`config.mk`:
```
export PLATFORM = sky130hd
export DESIGN_NAME = alu_seq
export DESIGN_NICKNAME = d
export VERILOG_FILES = /design/src/rtl/alu_seq.sv
export SDC_FILE = /design/constraint.sdc
export NUM_CORES = 1
export LEC_CHECK = 0
export CAP_MARGIN = 20
export CORE_MARGIN = 1
export CORE_UTILIZATION = 39
export DETAILED_ROUTE_END_ITERATION = 7
export HOLD_SLACK_MARGIN = 0.06
export PLACE_DENSITY = 0.68
export SYNTH_ARGS = -nofsm -noshare
export SYNTH_HDL_FRONTEND = slang
export SYNTH_SLANG_ARGS = --single-unit
```
`constraint.sdc`:
```
create_clock -name clk -period 1.25 [get_ports clk]
set_clock_uncertainty 0.05 [all_clocks]
set_input_delay 0.25 -clock clk [delete_from_list [all_inputs] [get_ports clk]]
set_output_delay 0.25 -clock clk [all_outputs]
set_load 0.03 [all_outputs]
```
`src/rtl/alu_seq.sv`:
```
// ---------------------------------------------------------------------------
// alu_seq -- registered WIDTH-bit ALU with valid/ready handshakes on both
// sides, status flags and an optional shift-add unsigned multiplier.
//
// Build option:
//   ALU_MUL_EN  defined   -> op 8 is an unsigned multiply (WIDTH+1 edges,
//                            BUSY state, result_hi datapath present)
//               undefined -> op 8 is illegal, BUSY removed, result_hi = 0
//
// Ports:
//   clk, rst            clock (rising edge), async active-high reset
//   in_valid/in_ready   operand handshake (accept = in_valid & in_ready)
//   op, a, b, c_in      opcode, operands, carry in (ADD/SUB/SUB_A only)
//   out_valid/out_ready result handshake
//   result, result_hi   result (MUL: low half) and MUL high half (else 0)
//   c_out, zero, neg,   status flags, registered alongside the result
//   ovf, err
//   dbg_state           current FSM state (IDLE=0, BUSY=1, DONE=2)
//
// Handshake: a transfer happens on a rising edge where valid and ready are
// both high. The source holds its data and valid until that edge; the
// outputs of this block are held stable while out_valid & !out_ready.
// in_ready depends combinationally on out_ready so that, in DONE, the old
// result can retire and a new operation be captured on the same edge.
// ---------------------------------------------------------------------------
module alu_seq #(
   parameter int WIDTH = 8
) (
   input  logic             clk,
   input  logic             rst,
   input  logic             in_valid,
   output logic             in_ready,
   input  logic [3:0]       op,
   input  logic [WIDTH-1:0] a,
   input  logic [WIDTH-1:0] b,
   input  logic             c_in,
   output logic             out_valid,
   input  logic             out_ready,
   output logic [WIDTH-1:0] result,
   output logic [WIDTH-1:0] result_hi,
   output logic             c_out,
   output logic             zero,
   output logic             neg,
   output logic             ovf,
   output logic             err,
   output logic [1:0]       dbg_state
);

   // ------------------------------------------------------------------
   // Opcodes
   // ------------------------------------------------------------------
   localparam logic [3:0] OP_AND    = 4'd0;
   localparam logic [3:0] OP_OR     = 4'd1;
   localparam logic [3:0] OP_XOR    = 4'd2;
   localparam logic [3:0] OP_XNOR   = 4'd3;
   localparam logic [3:0] OP_NAND   = 4'd4;
   localparam logic [3:0] OP_ADD    = 4'd5;
   localparam logic [3:0] OP_SUB    = 4'd6;
   localparam logic [3:0] OP_SUB_A  = 4'd7;
   localparam logic [3:0] OP_PASS_A = 4'd9;
`ifdef ALU_MUL_EN
   localparam logic [3:0] OP_MUL    = 4'd8;
   localparam int         CW        = (WIDTH > 2) ? $clog2(WIDTH) : 1;
`endif

   // ------------------------------------------------------------------
   // FSM state encoding (BUSY only exists with the multiplier)
   // ------------------------------------------------------------------
`ifdef ALU_MUL_EN
   typedef enum logic [1:0] {
      S_IDLE = 2'd0,
      S_BUSY = 2'd1,
      S_DONE = 2'd2
   } state_t;
`else
   typedef enum logic [1:0] {
      S_IDLE = 2'd0,
      S_DONE = 2'd2
   } state_t;
`endif

   state_t            state_q;
   logic              out_valid_q;
   logic [WIDTH-1:0]  result_q;
   logic              c_out_q;
   logic              zero_q;
   logic              neg_q;
   logic              ovf_q;
   logic              err_q;

   logic              accept;

   // Single-cycle datapath (evaluated on the live inputs; captured on accept)
   logic [WIDTH-1:0]  add_x;
   logic [WIDTH-1:0]  add_y;
   logic [WIDTH:0]    add_sum;
   logic              add_ovf;
   logic [WIDTH-1:0]  res_d;
   logic              c_d;
   logic              ovf_d;
   logic              err_d;
   logic              zero_d;
   logic              neg_d;

`ifdef ALU_MUL_EN
   // Multiplier: prod_q holds {partial high, remaining multiplier bits}.
   // Each BUSY cycle conditionally adds the multiplicand into the high half
   // and shifts the whole product right by one.
   logic [WIDTH-1:0]   mcand_q;
   logic [2*WIDTH-1:0] prod_q;
   logic [CW-1:0]      cnt_q;
   logic [WIDTH-1:0]   result_hi_q;
   logic [WIDTH:0]     mul_sum;
   logic [2*WIDTH-1:0] prod_d;
   logic               mul_last;
`endif

   // ------------------------------------------------------------------
   // Handshake
   // ------------------------------------------------------------------
   assign in_ready = (state_q == S_IDLE) | ((state_q == S_DONE) & out_ready);
   assign accept   = in_valid & in_ready;

   // ------------------------------------------------------------------
   // Adder shared by ADD / SUB / SUB_A. Subtraction is done as x + ~y + c_in
   // so the caller controls the borrow through c_in.
   // ------------------------------------------------------------------
   always_comb begin
      add_x = a;
      add_y = b;
      case (op)
         OP_SUB: begin
            add_y = ~b;
         end
         OP_SUB_A: begin
            add_x = b;
            add_y = ~a;
         end
         default: begin
         end
      endcase
      add_sum = {1'b0, add_x} + {1'b0, add_y} + {{WIDTH{1'b0}}, c_in};
      // Overflow: both addends share a sign that the sum does not.
      add_ovf = (add_x[WIDTH-1] == add_y[WIDTH-1]) &&
                (add_sum[WIDTH-1] != add_x[WIDTH-1]);
   end

   // ------------------------------------------------------------------
   // Result and flag selection for single-cycle operations
   // ------------------------------------------------------------------
   always_comb begin
      res_d = '0;
      c_d   = 1'b0;
      ovf_d = 1'b0;
      err_d = 1'b0;
      case (op)
         OP_AND:    res_d = a & b;
         OP_OR:     res_d = a | b;
         OP_XOR:    res_d = a ^ b;
         OP_XNOR:   res_d = ~(a ^ b);
         OP_NAND:   res_d = ~(a & b);
         OP_ADD,
         OP_SUB,
         OP_SUB_A: begin
            res_d = add_sum[WIDTH-1:0];
            c_d   = add_sum[WIDTH];
            ovf_d = add_ovf;
         end
         OP_PASS_A: res_d = a;
         // Illegal opcodes (and op 8 without the multiplier) report err with
         // a zero result. With the multiplier, op 8 never takes this path's
         // values because the FSM routes it to BUSY instead.
         default:   err_d = 1'b1;
      endcase
      zero_d = (res_d == '0);
      neg_d  = res_d[WIDTH-1];
   end

`ifdef ALU_MUL_EN
   // ------------------------------------------------------------------
   // One shift-add step
   // ------------------------------------------------------------------
   always_comb begin
      mul_sum  = {1'b0, prod_q[2*WIDTH-1:WIDTH]} +
                 (prod_q[0] ? {1'b0, mcand_q} : {(WIDTH+1){1'b0}});
      prod_d   = {mul_sum, prod_q[WIDTH-1:1]};
      mul_last = (cnt_q == CW'(WIDTH - 1));
   end
`endif

   // ------------------------------------------------------------------
   // FSM with registered outputs
   // ------------------------------------------------------------------
   always_ff @(posedge clk or posedge rst) begin
      if (rst) begin
         state_q     <= S_IDLE;
         out_valid_q <= 1'b0;
         result_q    <= '0;
         c_out_q     <= 1'b0;
         zero_q      <= 1'b0;
         neg_q       <= 1'b0;
         ovf_q       <= 1'b0;
         err_q       <= 1'b0;
`ifdef ALU_MUL_EN
         result_hi_q <= '0;
         mcand_q     <= '0;
         prod_q      <= '0;
         cnt_q       <= '0;
`endif
      end else begin
         case (state_q)
            S_IDLE, S_DONE: begin
               if (accept) begin
`ifdef ALU_MUL_EN
                  if (op == OP_MUL) begin
                     state_q     <= S_BUSY;
                     out_valid_q <= 1'b0;
                     mcand_q     <= a;
                     prod_q      <= {{WIDTH{1'b0}}, b};
                     cnt_q       <= '0;
                  end else begin
                     state_q     <= S_DONE;
                     out_valid_q <= 1'b1;
                     result_q    <= res_d;
                     result_hi_q <= '0;
                     c_out_q     <= c_d;
                     zero_q      <= zero_d;
                     neg_q       <= neg_d;
                     ovf_q       <= ovf_d;
                     err_q       <= err_d;
                  end
`else
                  state_q     <= S_DONE;
                  out_valid_q <= 1'b1;
                  result_q    <= res_d;
                  c_out_q     <= c_d;
                  zero_q      <= zero_d;
                  neg_q       <= neg_d;
                  ovf_q       <= ovf_d;
                  err_q       <= err_d;
`endif
               end else if ((state_q == S_DONE) && out_ready) begin
                  // Result retired with nothing new behind it.
                  state_q     <= S_IDLE;
                  out_valid_q <= 1'b0;
               end
            end
`ifdef ALU_MUL_EN
            S_BUSY: begin
               prod_q <= prod_d;
               cnt_q  <= cnt_q + CW'(1);
               if (mul_last) begin
                  state_q     <= S_DONE;
                  out_valid_q <= 1'b1;
                  result_q    <= prod_d[WIDTH-1:0];
                  result_hi_q <= prod_d[2*WIDTH-1:WIDTH];
                  c_out_q     <= 1'b0;
                  zero_q      <= (prod_d == '0);
                  neg_q       <= prod_d[2*WIDTH-1];
                  ovf_q       <= (prod_d[2*WIDTH-1:WIDTH] != '0);
                  err_q       <= 1'b0;
               end
            end
`endif
            default: begin
               state_q     <= S_IDLE;
               out_valid_q <= 1'b0;
            end
         endcase
      end
   end

   // ------------------------------------------------------------------
   // Outputs
   // ------------------------------------------------------------------
   assign out_valid = out_valid_q;
   assign result    = result_q;
`ifdef ALU_MUL_EN
   assign result_hi = result_hi_q;
`else
   assign result_hi = '0;
`endif
   assign c_out     = c_out_q;
   assign zero      = zero_q;
   assign neg       = neg_q;
   assign ovf       = ovf_q;
   assign err       = err_q;
   assign dbg_state = state_q;

endmodule

```
==> results.json, run 1 <==
{
  "cts.clk_slew.worst_paths_ns": 0.05,
  "synth_compound_area_frac": 0.2612,
  "clock-sinks": 13,
  "synth_warnings": 0,
  "timing_hold_violations_final": 0,
  "fill_cells": 391,
  "worst-path-buf-inv": 1,
  "synth-edff-count": 0,
  "violations": "negative setup slack",
  "grt_pass1_vias": 2251,
  "finalCritPeriodShare": 2.189,
  "fin_cells": 461,
  "min_period_ns": 2.736,
  "grt_setup_unrepaired": "true",
  "drv_slew": 0,
  "pin_count": 50,
  "avgViaCountPerCell": 5.095,
  "synthMuxAreaShare": 0.02080,
  "mappedNetlistArea_sq_um": 2046,
  "vias": 2349,
  "crit_path_cell_trace": "buf_8 > nor2b_4 > nand2_2 > a211oi_2 > a21oi_2 > fa_2 > fa_2 > nand2b_4 > a211oi_4 > mux2i_1 > o221ai_2 > a211o_1 > o41ai_2",
  "cp_data_arrival_time_ns": 2.83,
  "grtUsageTotal": 0.2325,
  "hp-class": "in -> async",
  "gp_congestion": 0.9268,
  "die_x_um": 74.43,
  "worstPathRequired_ns": 1.35,
  "slowest_stage": "fa_2",
  "drtIter0Drc": 113,
  "portBuffers": 40,
  "cellPowerDensity_nw_per_um2": 753.2,
  "vdd_ir_drop_max_mv": 0.4716,
  "cts_root_buf": "clkbuf_8",
  "multi_input_area_sq_um": 1712,
  "insertion_delay_ns": 0.24,
  "cts-hold-fix-buffers": 0,
  "cp-start-kind": "primary input",
  "yosysSeqAreaShare": 0.1590,
  "worst_path_dominant_cell_family": "compound AO/OA/AOI/OAI gates",
  "cts_tree": "built",
  "drt_wl_total_mm": 6.076,
  "antenna_found_initial": 0,
  "cap_viol_max_count": 0,
  "nets": 445,
  "grt_max_degree": 26,
  "ys_ff_latch": 13,
  "seqCellArea_sq_um": 326.6,
  "drive_gt1_frac": 0.4188,
  "dr.pass1.iters": 4,
  "fmax_mhz": 365.4,
  "cp_common_cell": "fa_2",
  "p_leak_uw": 0.001598,
  "route.detailed.drc": 0,
  "avgSynthCellArea_sq_um": 7.254,
  "fp.dieH_um": 74.43,
  "grt_pass1_wl_mm": 10.02,
  "slowest_delay_ns": 0.36,
  "status": "finished with violations",
  "layout_commonest_cell": "buf_4",
  "areaGrowthSynthToFinish_pct": 62.57,
  "crit_path_end_kind": "register",
  "async_flop_share": 1.000,
  "finalPower_uw": 2505,
  "synth_fa_ha_area_frac": 0.1602,
  "dpl.cell_count": 450,
  "synth-xor-area-share": 0.05138,
  "synth_cells": 282,
  "layout_common_cells": "buf_4 (93), nand2_1 (36), inv_1 (21), ha_1 (21), clkdlybuf4s50_1 (15)",
  "synth_simple_gate_area_frac": 0.2190,
  "ys_types": 50,
  "h-tree-depth": 1,
  "cts_buffers": 3,
  "ant_nets": 0,
  "coreArea_sq_um": 4880,
  "place_ws_ns": -2.242,
  "crit_type": "in -> reg",
  "clockBufferDepth": 2,
  "synth_ff_type": "dfrtp_1",
  "synth_top_family_by_area": "compound AO/OA/AOI/OAI gates",
  "wl_per_cell_um": 13.18,
  "fin_ws_ns": -1.486,
  "die-area_sq_um": 5539,
  "path_max_fanout": 3,
  "antenna-diode-count": 0,
  "rows": 25,
  "grt.overflow.total": 0,
  "start_util": 0.4192,
  "dpl.hpwl_mm": 4.685,
  "finalSetupViolCount": 12,
  "fin_tns_setup_ns": -12.08
}
## metal layers
layer,part of all wire,wire (um),track usage,vias to the layer above
met2,0.52,3134,0.4394,77
met5,0,0,0,-
met3,0.056,339,0.01084,6
met4,0.0089,54,0.06289,0
li1,-,-,-,1182
met1,0.42,2548,0.2838,1084
## Yosys cell counts (3+ instances only)
| cell type | number | area, sq um |
|---|---|---|
| a2111oi_0 | 3 | 26.28 |
| a211oi_1 | 5 | 37.54 |
| a21oi_1 | 12 | 60.06 |
| buf_2 | 9 | 45.04 |
| buf_4 | 12 | 90.09 |
| clkbuf_1 | 5 | 18.77 |
| dfrtp_1 | 13 | 325.3 |
| ha_1 | 23 | 287.8 |
| inv_1 | 24 | 90.09 |
| nand2_1 | 41 | 153.9 |
| nand2b_1 | 11 | 68.82 |
| nand3_1 | 4 | 20.02 |
| nand3b_1 | 3 | 22.52 |
| nor2_1 | 17 | 63.81 |
| nor2b_1 | 4 | 25.02 |
| nor3_1 | 3 | 15.01 |
| nor3b_1 | 4 | 30.03 |
| nor4_1 | 3 | 18.77 |
| o21a_1 | 3 | 22.52 |
| o21ai_0 | 31 | 155.2 |
| o22ai_1 | 3 | 18.77 |
| xnor2_1 | 7 | 61.31 |
| xor2_1 | 5 | 43.79 |
## area by class of cell
| cell class | instances | share of cell area |
|---|---|---|
| clock buffer | 4 | 0.01354 |
| multi-input combinational | 225 | 0.5147 |
| inverter | 25 | 0.02822 |
| sequential | 13 | 0.09819 |
| tap | 67 | 0.02521 |
| timing repair buffer | 127 | 0.3202 |
## path summary, 6_finish.rpt
check                      startpoint        end  slack (ns)  depth (start not counted)
max                             op[1]       zero       -1.49                         13
min                               rst  result[7]        0.28                          2
max reg2reg                 out_valid       zero       -0.25                          6
min reg2reg                      zero       zero        0.44                          2
max in group asynchronous         rst  out_valid        0.52                          2
min in group clk                op[3]        err        0.44                          4
## kinds of logic (layout without fill, tap and decap cells)
logic type / Yosys count / count (layout)
fa+ha+maj: 25 / 25
buf+inv: 52 / 156
mux: 4 / 4
other cells: 1 / 9
flops: 13 / 13
xor+xnor: 12 / 12
simple gates: 94 / 94
compound gates: 81 / 81
## metrics by stage
| step | instance area, sq um | hold WS [ns] | utilization |
|---|---|---|---|
| 2_1_floorplan | 2193 | 0.07689 | - |
| 3_3_place_gp | 3042 | 0.4147 | 0.6233 |
| 3_5_place_dp | 3042 | 0.4277 | 0.6233 |
| 4_1_cts | 3271 | 0.3136 | 0.6703 |
| 5_1_grt | 3326 | 0.3644 | 0.6815 |
| 6_report | 3326 | 0.2836 | 0.6815 |
## where the power goes
part	internal, uW	switching, uW
sequential	486	36.6
combinational	783	830
clock	225	144
total	1490	1010
## registers in the layout, summed over array words and instances (netlist names)
register,cells
c_out,1
err,1
out_valid,1
ovf,1
result,8
zero,1
## repair_timing
item	4_1_cts	5_1_grt
endpoints found under the setup margin	15	15
resized for setup	71	15
pin swaps	10	7
setup buffers	14	5
Note: power is estimated with default switching activity, not from simulation.
==> run 2: changes to the inputs <==
- CTS_CLUSTER_SIZE: default -> 16
- GPL_TIMING_DRIVEN: default -> 0
- PLACE_DENSITY: 0.68 -> 0.65
- clock period: 1.25 -> 3.15 ns (I/O delays scaled with it)
==> results.json, run 2 (same netlist as run 1, synthesis figures left out) <==
{
  "drv_slew": 0,
  "antenna_found_initial": 0,
  "cts_root_buf": "clkbuf_8",
  "areaGrowthSynthToFinish_pct": 41.22,
  "layout_common_cells": "nand2_1 (40), clkdlybuf4s50_1 (34), buf_4 (31)",
  "min_period_ns": 3.287,
  "layout_commonest_cell": "nand2_1",
  "slowest_delay_ns": 0.41,
  "cts_tree": "built",
  "path_max_fanout": 4,
  "vdd_ir_drop_max_mv": 0.1515,
  "grt_pass1_wl_mm": 9.397,
  "finalSetupViolCount": 2,
  "coreArea_sq_um": 4880,
  "dpl.hpwl_mm": 4.373,
  "violations": "negative setup slack",
  "cp-start-kind": "primary input",
  "fin_ws_ns": -0.1370,
  "multi_input_area_sq_um": 1577,
  "clockBufferDepth": 2,
  "route.detailed.drc": 0,
  "endpoint": "zero",
  "crit_type": "in -> reg",
  "finalCritPeriodShare": 1.044,
  "grt.overflow.total": 0,
  "die-area_sq_um": 5539,
  "clock-sinks": 13,
  "rows": 25,
  "cap_viol_max_count": 0,
  "portBuffers": 37,
  "wl_per_cell_um": 13.74,
  "h-tree-depth": 1,
  "r2r-start": "out_valid",
  "fin_tns_setup_ns": -0.2498,
  "dr.pass1.iters": 5,
  "place_ws_ns": -1.293,
  "grt_setup_unrepaired": "true",
  "timing.hold.ws_ns": 0.4243,
  "postLayoutCoreUtil": 0.5921,
  "die_x_um": 74.43,
  "vias": 2137,
  "slowest_stage": "fa_2",
  "cellPowerDensity_nw_per_um2": 305.8,
  "grt_pass1_vias": 2010,
  "status": "finished with violations",
  "drtIter0Drc": 123,
  "stdcell_area_sq_um": 2889,
  "cts-hold-fix-buffers": 0,
  "seqCellArea_sq_um": 325.3,
  "r2r-end": "zero",
  "fmax_mhz": 304.2,
  "ant_nets": 0,
  "worstPathRequired_ns": 3.24,
  "timing_hold_violations_final": 0,
  "grt_max_degree": 20,
  "rr_worst_depth": 6,
  "grtUsageTotal": 0.2186,
  "reg2reg_slack_ns": 1.59,
  "fill_cells": 487,
  "p_leak_uw": 0.001336,
  "pin_count": 50,
  "gp_congestion": 0.9017,
  "drt_wl_total_mm": 5.673,
  "nets": 397,
  "crit_path_cell_trace": "buf_12 > clkbuf_16 > clkbuf_16 > a211oi_2 > a21oi_2 > fa_2 > fa_2 > nand2b_4 > a211oi_4 > mux2i_2 > o221ai_2 > a211o_1 > o41ai_2",
  "antenna-diode-count": 0,
  "place_area_sq_um": 2610,
  "fp.dieH_um": 74.43,
  "drive_gt1_frac": 0.2023,
  "cts.clk_slew.worst_paths_ns": 0.05,
  "cts_buffers": 3,
  "hp-class": "reg -> reg",
  "cp_data_arrival_time_ns": 3.38,
  "start_util": 0.4192,
  "insertion_delay_ns": 0.24,
  "crit_path_start": "op[0]",
  "crit_path_end_kind": "register",
  "largest_reg_flops": 8,
  "avgViaCountPerCell": 5.174
}
## run 2: changes by cell type in the layout (fill, tap and decap cells not counted), moves of 8 or more
cell             before  now
o21ai_1              12    1
buf_6                 9    1
o21ai_0              14   30
clkdlybuf4s50_1      15   34
buf_4                93   31
## run 2: what timing repair did
action,CTS,global route
setup endpoints to repair,10,6
gates cloned,0,0
pin swaps,9,7
gates resized for setup,28,6
setup buffers,16,2
## run 2: per-stage QoR
step                      cells  power [uW]
after global placement      394       692.0
after floorplan             290       544.3
after global routing        413       950.3
after CTS                   412       878.9
after detailed placement    394       698.0
final                       413       883.4
## run 2: area by class of cell
cell class,count,share of cell area
flip-flops and latches,13,0.1126
plain buffers,24,0.08878
multi-input cells,225,0.5457
well taps,67,0.02902
repair buffers,55,0.1758
clock buffers,4,0.01559
inverters,25,0.03248
## run 2: critical path, delay by kind of cell
family	cells	cell delay, ns
and+or+nand+nor	1	0.16
muxes	1	0.29
buffers and inverters	3	0.38
adders and majority gates	2	0.76
AOI/OAI and AO/OA	6	1.16
## run 2: layer usage
metal / global-route usage / wire [um]
met5: 0 / 0
met4: 0.06499 / 46
met3: 0.009485 / 237
met2: 0.3734 / 2678
met1: 0.2978 / 2710
## run 2: worst min path at each step
stage / startpoint / endpoint / slack [ns] / cells past startpoint
final: result[4] / result[4] / 0.42 / 2
after floorplan: rst / c_out / 0.46 / 1
after global placement: result[4] / result[4] / 0.41 / 2
after global routing: result[4] / result[4] / 0.48 / 2
after CTS: result[4] / result[4] / 0.43 / 2
after detailed placement: ovf / ovf / 0.42 / 2
## run 2: report_power, final
| part | internal (uW) | switching, uW |
|---|---|---|
| combinational | 244 | 288 |
| clock | 89.2 | 57.1 |
| sequential | 193 | 13.0 |
